[src/rtl/traffic_light_monitor.sv]
// Passive monitor for traffic-light controller outputs: phase tracking, dwell timing, round counting, error flags.
// Optional dwell-range checking is enabled by defining LIGHT_MON_DWELL_CHK_EN.
module traffic_light_monitor #(
  parameter int unsigned DW        = 8,
  parameter int unsigned CW        = 16,
  parameter int unsigned MIN_DWELL = 2,
  parameter int unsigned MAX_DWELL = 200
) (
  input  logic          clk,
  input  logic          rstn,
  input  logic          green,
  input  logic          yellow,
  input  logic          red,
  input  logic          err_clr,
  output logic [1:0]    phase,
  output logic [DW-1:0] dwell_cnt,
  output logic [DW-1:0] last_dwell,
  output logic          last_vld,
  output logic [CW-1:0] cycle_cnt,
  output logic          err_code,
  output logic          err_seq,
  output logic          err_dwell,
  output logic          err_sticky
);

  typedef enum logic [1:0] {
    SYNC = 2'd0,
    PH_G = 2'd1,
    PH_Y = 2'd2,
    PH_R = 2'd3
  } phase_t;

  phase_t state;
  phase_t obs;
  logic   legal;
  logic   order_ok;
  logic   bad_prev;
  logic   stay;
  logic   change;
  logic   code_ev;
  logic   seq_ev;
  logic   dwell_ev;

  always_comb begin
    obs   = SYNC;
    legal = 1'b1;
    case ({green, yellow, red})
      3'b100:  obs = PH_G;
      3'b010:  obs = PH_Y;
      3'b001:  obs = PH_R;
      default: legal = 1'b0;
    endcase
    order_ok = (state == PH_G && obs == PH_Y) ||
               (state == PH_Y && obs == PH_R) ||
               (state == PH_R && obs == PH_G);
    stay    = legal && (state != SYNC) && (obs == state);
    change  = legal && (state != SYNC) && (obs != state);
    code_ev = !legal && !bad_prev;
    seq_ev  = change && !order_ok;
  end

`ifdef LIGHT_MON_DWELL_CHK_EN
  // Dwell can only exceed MAX_DWELL by passing through MAX_DWELL+1 in-phase, where it
  // already pulsed, so the exit check needs only the lower bound.
  always_comb begin
    dwell_ev = (stay && dwell_cnt == DW'(MAX_DWELL)) ||
               (change && dwell_cnt < DW'(MIN_DWELL));
  end
`else
  assign dwell_ev = 1'b0;
`endif

  assign phase = state;

  always_ff @(posedge clk) begin
    if (!rstn) begin
      state      <= SYNC;
      dwell_cnt  <= '0;
      last_dwell <= '0;
      last_vld   <= 1'b0;
      cycle_cnt  <= '0;
      err_code   <= 1'b0;
      err_seq    <= 1'b0;
      err_dwell  <= 1'b0;
      err_sticky <= 1'b0;
      bad_prev   <= 1'b0;
    end else begin
      last_vld  <= 1'b0;
      err_code  <= code_ev;
      err_seq   <= seq_ev;
      err_dwell <= dwell_ev;
      bad_prev  <= !legal;
      if (!legal) begin
        state     <= SYNC;
        dwell_cnt <= '0;
      end else if (state == SYNC) begin
        state     <= obs;
        dwell_cnt <= DW'(1);
      end else if (stay) begin
        if (dwell_cnt != '1)
          dwell_cnt <= dwell_cnt + DW'(1);
      end else begin
        last_dwell <= dwell_cnt;
        last_vld   <= 1'b1;
        state      <= obs;
        dwell_cnt  <= DW'(1);
        if (state == PH_R && obs == PH_G)
          cycle_cnt <= cycle_cnt + CW'(1);
      end
      if (code_ev || seq_ev || dwell_ev)
        err_sticky <= 1'b1;
      else if (err_clr)
        err_sticky <= 1'b0;
    end
  end

endmodule

[config.mk]
export PLATFORM = sky130hd
export DESIGN_NAME = traffic_light_monitor
export DESIGN_NICKNAME = d
export VERILOG_FILES = /design/src/rtl/traffic_light_monitor.sv
export SDC_FILE = /design/constraint.sdc
export NUM_CORES = 1
export LEC_CHECK = 0
export ABC_AREA = 1
export CAP_MARGIN = 0
export CORE_MARGIN = 2
export CORE_UTILIZATION = 40
export DETAILED_ROUTE_END_ITERATION = 16
export GPL_ROUTABILITY_DRIVEN = 1
export PLACE_DENSITY = 0.66
export SLEW_MARGIN = 20
export SYNTH_ARGS = -nofsm -noshare
export SYNTH_HDL_FRONTEND = slang
export SYNTH_SLANG_ARGS = --single-unit
export TNS_END_PERCENT = 5
[constraint.sdc]
create_clock -name clk -period 2.7 [get_ports clk]
set_input_delay 0.405 -clock clk [delete_from_list [all_inputs] [get_ports clk]]
set_output_delay 0.405 -clock clk [all_outputs]
set_load 0.01 [all_outputs]
==> results of run 1 <==
==> worst max-delay path: stages <==
cell             delay, ns
clkdlybuf4s50_1       0.51
nor2_4                0.16
nand2_1               0.12
nor2_1                0.11
buf_4                 0.18
nand4_1               0.17
o21ai_0               0.19
nand2_1               0.07
nor2_1                0.07
==> placed cells by master, fill, tap and decap left out, drive strengths merged <==
| cell type | instances |
|---|---|
| buf | 2 |
| inv | 42 |
| o22ai | 1 |
| o21ai | 9 |
| nand3 | 23 |
| xor2 | 4 |
| clkinv | 2 |
| o21a | 1 |
| dfxtp | 39 |
| nor2 | 61 |
| nor3 | 14 |
| nand4 | 6 |
| a21oi | 8 |
| bufinv | 1 |
| conb | 1 |
| a211oi | 1 |
| nand3b | 1 |
| nand2 | 56 |
| ha | 2 |
| clkbuf | 6 |
| xnor2 | 1 |
| clkdlybuf4s50 | 43 |
| or2 | 2 |
==> worst paths after layout <==
| check | startpoint | to | slack (ns) | cells past startpoint |
|---|---|---|---|---|
| worst max-delay path | red | cycle_cnt[14] | 0.94 | 9 |
| worst min-delay path | bad_prev | err_code | 0.47 | 2 |
| worst max register to register | phase[0] | cycle_cnt[11] | 1.14 | 6 |
| worst min register to register | bad_prev | err_code | 0.47 | 2 |
==> sequential cells by signal, summed over array words and instances, names as in the netlist <==
name and count:
cycle_cnt 16, last_dwell 8, err_seq 1, dwell_cnt 8, last_vld 1, phase 2, err_sticky 1, bad_prev 1
err_code 1
==> cell type report <==
type,instances,area (µm²)
Multi-Input combinational cell,191,960
Clock buffer,6,82.6
Timing Repair Buffer,45,445
Clock inverter,2,35.0
Tap cell,54,67.6
Inverter,43,163
Fill cell,471,2160
Sequential cell,39,781
==> routing by layer <==
layer	part of all wire, %	global-route usage [%]	vias up
met1	51	21.3	790
met5	0	0	-
met3	4.4	4.66	4
li1	-	-	959
met4	1.2	7.68	0
met2	44	24.0	42
==> power by group through the flow <==
stage                     Sequential (mW)  Combinational, mW  Clock (mW)
final                               0.592              0.110       0.506
after global routing                0.594              0.122       0.541
after CTS                           0.593              0.111       0.522
after detailed placement            0.606              0.110           0
after global placement              0.606              0.110           0
after floorplan                     0.610             0.0665           0
==> cell families (layout without fill, tap and decap cells) <==
kind of cell             count (synthesis)  after routing  synth area share [%]
AND/OR/NAND/NOR                        163            163                  40.4
flip-flops                              39             39                  40.4
adder cells (fa/ha/maj)                  2              2                  1.29
other                                    1              1                 0.194
AO/OA/AOI/OAI                           20             20                  5.50
XOR/XNOR                                 5              5                  2.27
buffers and inverters                   48             96                  9.97
==> run metrics, run 1 <==
CTS tree=yes; pwr dens=477 nW/µm²; remaining antenna violation count=0; routed vias/inst=4.72; Max Transition Viols Final=0; top_reg_cell synth=dfxtp_1; fmax=569 MHz; die height=73.5 µm; FFs w/ async S/R, synth=0%; Reg clk slew, reported paths=0.08 ns; Leakage=1.04 nW; initial core utilization=41.2%; Core Util, Final=54.0%; Period Utilization, post-route=65.1%; P_int=931 µW; Final setup viols=0; final net count=333; max-cap violations=0; CTS sink cnt=39; Synth Net Count=286; dpl cell area=2420 µm²; CP endpoint kind=flop; Resized cells post-CTS=0; area grow syn2layout=31.1%; crit path kind=in2reg; vias in the first global route=1528; WL final=4.08 mm; final global-route overflow total=0; top cells by count, synth=nand2_1 (50), nor2_1 (50), inv_1 (40), dfxtp_1 (39), nand3_1 (22); part of the power in registers=49.0%; post-synthesis sequential area ratio=40.4%; I/O pins=45; pin count of the biggest net entering global routing=19; Startpoint Class=primary input; Crit path required time=2.93 ns; setup_tns=0 ns; switching share of total power=23.0%; root buffer cell=clkbuf_8; share of Yosys cell area claimed by the top area cell type=40.4%; # diodes=0; CP Data Arrival Time=1.99 ns; H-tree depth=2; Overall Power=1.21 mW; CORE AREA=4690 µm²; FF+latch count, synth=39; vias=1795; Post-Synthesis Cells=278; Comb power frac=9.1%; Hold WS=0.475 ns; Post-CTS Setup Bufs=0; DR pass1 iterations=4; design area=2530 µm²; post-layout minimum cycle time=1.76 ns; unrepaired setup endpoints after global routing=no; first-pass GRT wire length=6.66 mm; HP Class=reg2reg; detailed placement HPWL=3.01 mm; Iter 0 DRT Violations=73; Synth area leader=dfxtp_1; Synth Area per Inst=6.95 µm²; dpl cells=372; status=finished clean; Yosys warning total=0; Non-Filler Instances=380; clock skew=0.00680 ns; Worst VDD drop=0.246 mV; Worst Slack Setup Final=0.943 ns; CP Max Fanout=11; Final Hold Fails=0; PortBufs=43; Hold Buf Count CTS=0; Post-synth EDFFs=0; CTS max path bufs=2; Clk pwr share=41.9%; Sw Pwr=278 µW; CTS Buf Count=5; Total GRT Usage=16.1%; Site Rows=25; DIE AREA=5410 µm²; Place WS=0.656 ns; mapped cell area=1930 µm²; worst skew pair latency=0.29 ns; layout cell share with drive strength beyond 1=10.4%; Die W=73.5 µm; routed len/inst=10.7 µm; Netlist cell types=29; # DRC=0; initial antenna violation count=0; RePlAce Congestion=0.872; Synth area leaders=dfxtp_1 (40%), nand2_1 (9.7%), nor2_1 (9.7%), inv_1 (7.8%), nand3_1 (5.7%)
Power figures use the tool's default switching activity.
==> run 2, diff against run 1 <==
clock period = 1.79 ns   (was 2.7 ns; I/O delays follow)
==> run 2 against run 1 <==
Combinational power rose by 64%. Sequential cell count is the same. Critical endpoint is now cycle_cnt[6]. Wire length is 2.1% higher. Global-route usage up 0.53 points. Clock-buffer cell count is 2 higher. Clock skew down 0.0044 ns.
==> run metrics, run 2 (same netlist as run 1, synthesis figures left out) <==
worst skew pair latency=0.29 ns (about the same); Crit path required time=1.52 ns (was 2.93 ns); I/O pins=45 (unchanged); setup_tns=0 ns (unchanged); routed len/inst=10.6 µm (was 10.7 µm); pwr dens=663 nW/µm² (was 477 nW/µm²); most frequent cells in the layout=nand2_1 (50), nor2_1 (50), clkdlybuf4s50_1 (43) (unchanged); vias in the first global route=1628 (was 1528); Post-CTS Setup Bufs=0 (unchanged); Resized cells post-CTS=0 (unchanged); remaining antenna violation count=0 (unchanged); crit path kind=reg2out (was in2reg); part of the power in registers=51.8% (was 49.0%); WP depth=1 (was 9); CP endpoint kind=output port (was flop); switching share of total power=23.7% (was 23.0%); die height=73.5 µm (unchanged); RePlAce Congestion=0.859 (was 0.872); Layout fillers=482 (was 471); vias=1812 (was 1795); max-cap violations=0 (unchanged); Die W=73.5 µm (unchanged); Hold Buf Count CTS=0 (unchanged); CP Data Arrival Time=1.35 ns (was 1.99 ns); initial core utilization=41.2% (unchanged); Worst Slack Setup Final=0.175 ns (was 0.943 ns); Largest regs=cycle_cnt (16), dwell_cnt (8), last_dwell (8) (unchanged); final global-route overflow total=0 (unchanged); CP top delay family=buffers and inverters (was simple AND/OR/NAND/NOR gates); Comb power frac=10.4% (was 9.1%); detailed placement HPWL=3.19 mm (was 3.01 mm); DIE AREA=5410 µm² (unchanged); status=finished clean (unchanged); WL final=4.16 mm (was 4.08 mm); first-pass GRT wire length=7.03 mm (was 6.66 mm); unrepaired setup endpoints after global routing=no (unchanged); layout cell share with drive strength beyond 1=13.1% (was 10.4%); slowest cell on the critical path=clkdlybuf4s50_1 (unchanged); Top reg by flops=cycle_cnt (unchanged); Site Rows=25 (unchanged); pin count of the biggest net entering global routing=12 (was 19); Overall Power=1.72 mW (was 1.21 mW); P_int=1.32 mW (was 931 µW); PortBufs=43 (unchanged); routed vias/inst=4.63 (was 4.72); initial antenna violation count=0 (unchanged); post-layout minimum cycle time=1.62 ns; Sw Pwr=408 µW (was 278 µW); CORE AREA=4690 µm² (unchanged); CTS tree=yes (unchanged); Register Area=781 µm² (unchanged); final net count=344 (was 333); DR pass1 iterations=4 (unchanged); Cell Chain, Critical Path=clkdlybuf4s50_1 (was clkdlybuf4s50_1 -> nor2_4 -> nand2_1 -> nor2_1 -> buf_4 -> nand4_1 -> o21ai_0 -> nand2_1 -> nor2_1); # DRC=0 (unchanged); Leakage=1.08 nW (was 1.04 nW); CTS max path bufs=2 (unchanged); Reg clk slew, reported paths=0.07 ns (was 0.08 ns); root buffer cell=clkbuf_8 (unchanged); CP max stage delay=0.59 ns (was 0.51 ns); Core Util, Final=55.4% (was 54.0%); H-tree depth=2 (unchanged); max reg flops=16 (unchanged); Final Hold Fails=0 (unchanged); CTS sink cnt=39 (unchanged); # diodes=0 (unchanged); CTS Buf Count=5 (unchanged); area grow syn2layout=34.4% (was 31.1%); HP Class=reg2reg (unchanged); R2R depth=7 (was 6); Final setup viols=0 (unchanged); clock skew=0.00236 ns (was 0.00680 ns); Startpoint Class=flop (was primary input); hold path depth=2 (unchanged); Iter 0 DRT Violations=102 (was 73); Period Utilization, post-route=90.2%; Clk pwr share=37.7% (was 41.9%); fmax=619 MHz; Worst VDD drop=0.277 mV (was 0.246 mV); Total GRT Usage=16.6% (was 16.1%); Place WS=-0.0508 ns (was 0.656 ns); area of the multi-input gates=960 µm² (unchanged); Crit path buffers/inverters=1 (was 2); CP Max Fanout=7 (was 11); Max Transition Viols Final=0 (unchanged)
## run 2: metrics by stage
step           cell area (µm²)  cells  hold WS (ns)
6_report                  2600    391         0.490
5_1_grt                   2600    391         0.509
4_1_cts                   2600    391         0.492
3_5_place_dp              2500    383         0.480
3_3_place_gp              2500    383         0.470
2_1_floorplan             1930    278         0.440
## run 2: worst paths after layout
path,from,endpoint,slack (ns)
max,cycle_cnt[6],cycle_cnt[6],0.17
min,last_dwell[6],last_dwell[6],0.49
max reg2reg,cycle_cnt[0],cycle_cnt[14],0.29
min reg2reg,last_dwell[6],last_dwell[6],0.49
## run 2: power groups by stage
stage	clock, mW	combinational, mW	sequential (mW)
floorplan	0	0.100	0.920
global placement	0	0.179	0.914
detailed placement	0	0.180	0.914
CTS	0.674	0.181	0.893
global route	0.705	0.201	0.895
finish	0.650	0.180	0.894
## run 2: cell type report
class | instances | share of cell area, %
multi-input cells | 191 | 36.9
flip-flops and latches | 39 | 30.0
repair buffers | 56 | 20.3
inverters | 43 | 6.26
clock buffers | 8 | 3.85
well taps | 54 | 2.60
## run 2: metal layers
layer  vias up  global-route usage (%)  wire, µm
met4         0                    6.67        34
met3         2                    3.98       144
li1        982                       -         -
met2        32                    25.4      1820
met1       796                    22.6      2160
met5         -                       0         0
==> run 3, diff against run 2 <==
CORE_MARGIN = default   (was 2)
==> run 3 against run 2 <==
Via count is 2.4% higher. Critical path depth stayed put. Combinational power about the same. Wire length decreased by 0.19%. Non-clock buffer count did not move. Clock power fell by 8.0%.
==> run metrics, run 3 (same netlist as run 1, synthesis figures left out) <==
GRT Max-Usage Layer=met2 (unchanged); GR Util met2=25.3% (was 25.4%); initial antenna violation count=0 (unchanged); grt met3 use=3.23% (was 3.98%); Worst Slack Setup Final=0.183 ns (was 0.175 ns); Die W=71.5 µm (was 73.5 µm); CTS max path bufs=2 (unchanged); pin count of the biggest net entering global routing=19 (was 12); CP max stage delay=0.59 ns (about the same); M1 GR Usage=24.6% (was 22.6%); critical path launch point=cycle_cnt[6] (unchanged); unrepaired setup endpoints after global routing=no (unchanged); max reg flops=16 (unchanged); # diodes=0 (unchanged); Hold Buf Count CTS=0 (unchanged); Cell Chain, Critical Path=clkdlybuf4s50_1 (unchanged); Crit path buffers/inverters=1 (unchanged); max-cap violations=0 (unchanged); Largest regs=cycle_cnt (16), dwell_cnt (8), last_dwell (8) (unchanged); worst setup path endpoint=cycle_cnt[6] (unchanged); Period Utilization, post-route=89.8% (was 90.2%); pwr dens=648 nW/µm² (was 663 nW/µm²); Crit path required time=1.52 ns (about the same); worst skew pair latency=0.29 ns (about the same); # DRC=0 (unchanged); DIE AREA=5120 µm² (was 5410 µm²); PortBufs=43 (unchanged); Iter 0 DRT Violations=109 (was 102); H-tree depth=2 (unchanged); I/O pins=45 (unchanged); final net count=344 (unchanged); Post-CTS Setup Bufs=0 (unchanged); Max Transition Viols Final=0 (unchanged); root buffer cell=clkbuf_8 (unchanged); CORE AREA=4500 µm² (was 4690 µm²); Place WS=-0.0718 ns (was -0.0508 ns); Leakage=1.08 nW (about the same); design area=2580 µm² (was 2600 µm²); final global-route overflow total=0 (unchanged); status=finished clean (unchanged); first-pass GRT wire length=6.92 mm (was 7.03 mm); dpl cell area=2500 µm² (about the same); HP Class=reg2reg (unchanged); crit path kind=reg2out (unchanged); CTS tree=yes (unchanged); die height=71.5 µm (was 73.5 µm); CTS sink cnt=39 (unchanged); fmax=622 MHz (was 619 MHz); routed len/inst=10.7 µm (was 10.6 µm); remaining antenna violation count=0 (unchanged); initial core utilization=42.9% (was 41.2%); Total GRT Usage=17.2% (was 16.6%); Final setup viols=0 (unchanged); detailed placement HPWL=3.13 mm (was 3.19 mm); Startpoint Class=flop (unchanged); WL final=4.16 mm (about the same); Resized cells post-CTS=0 (unchanged); Site Rows=24 (was 25); CP Max Fanout=7 (unchanged); most frequent cells in the layout=nand2_1 (50), nor2_1 (50), clkdlybuf4s50_1 (43) (unchanged); RePlAce Congestion=0.903 (was 0.859); layout cell share with drive strength beyond 1=13.1% (about the same); clock skew=0.00410 ns (was 0.00236 ns); Worst VDD drop=0.339 mV (was 0.277 mV); vias in the first global route=1585 (was 1628); R2R depth=7 (unchanged); CP endpoint kind=output port (unchanged); CTS Buf Count=5 (unchanged); Reg2Reg Setup Slack=0.29 ns (about the same); routed vias/inst=4.78 (was 4.63); post-layout minimum cycle time=1.61 ns (was 1.62 ns); reg2reg end=cycle_cnt[14] (unchanged); Reg clk slew, reported paths=0.07 ns (about the same); area grow syn2layout=33.7% (was 34.4%); CP top delay family=buffers and inverters (unchanged); DR pass1 iterations=4 (unchanged); vias=1856 (was 1812); reg2reg start=cycle_cnt[0] (unchanged); slowest cell on the critical path=clkdlybuf4s50_1 (unchanged); CP Data Arrival Time=1.34 ns (was 1.35 ns); Final Hold Fails=0 (unchanged); Top reg by flops=cycle_cnt (unchanged); WP depth=1 (unchanged)
## run 3: cell types whose count changed in the layout (fill, tap and decap cells not counted)
cell      previous run  this run
clkbuf_1             1         0
clkbuf_8             7         6
clkinv_2             1         2
## run 3: area by class of cell
type	count	area, µm²
fill	445	1920
sequential	39	781
inverter	43	163
timing repair buffer	56	528
multi-input combinational	191	960
tap	52	65.1
clock buffer	6	82.6
clock inverter	1	5.00
## run 3: report_power, final
part | total [mW] | internal [mW] | switching, mW
registers | 0.894 | 0.884 | 0.0100
clock network | 0.598 | 0.302 | 0.296
logic | 0.182 | 0.0819 | 0.0998
## run 3: tightest hold or removal path: cells and delay by family, from the launching register on
| family | cells | cell delay, ns |
|---|---|---|
| flops | 1 | 0.31 |
| simple gates | 2 | 0.14 |
## run 3: metal layers
metal | share of wire, % | routed length (µm)
met5 | 0 | 0
met4 | 1.9 | 77
met3 | 3.7 | 152
met2 | 41 | 1720
met1 | 53 | 2200
## run 3: worst min path at each step
stage                        from             to  cells past startpoint
finish              last_dwell[4]  last_dwell[4]                      2
global route             bad_prev       err_code                      2
CTS                      bad_prev       err_code                      2
detailed placement  last_dwell[6]  last_dwell[6]                      2
global placement    last_dwell[6]  last_dwell[6]                      2
floorplan                 err_clr     err_sticky                      3
## run 3: per-stage QoR
step	utilization [%]	hold slack (ns)	instances	setup TNS (ns)	power, mW
2_1_floorplan	-	0.440	278	0	1.02
3_3_place_gp	55.4	0.468	381	-0.633	1.10
3_5_place_dp	55.4	0.478	381	-0.732	1.10
4_1_cts	57.4	0.494	388	0	1.70
5_1_grt	57.4	0.509	388	0	1.75
6_report	57.4	0.491	388	0	1.67
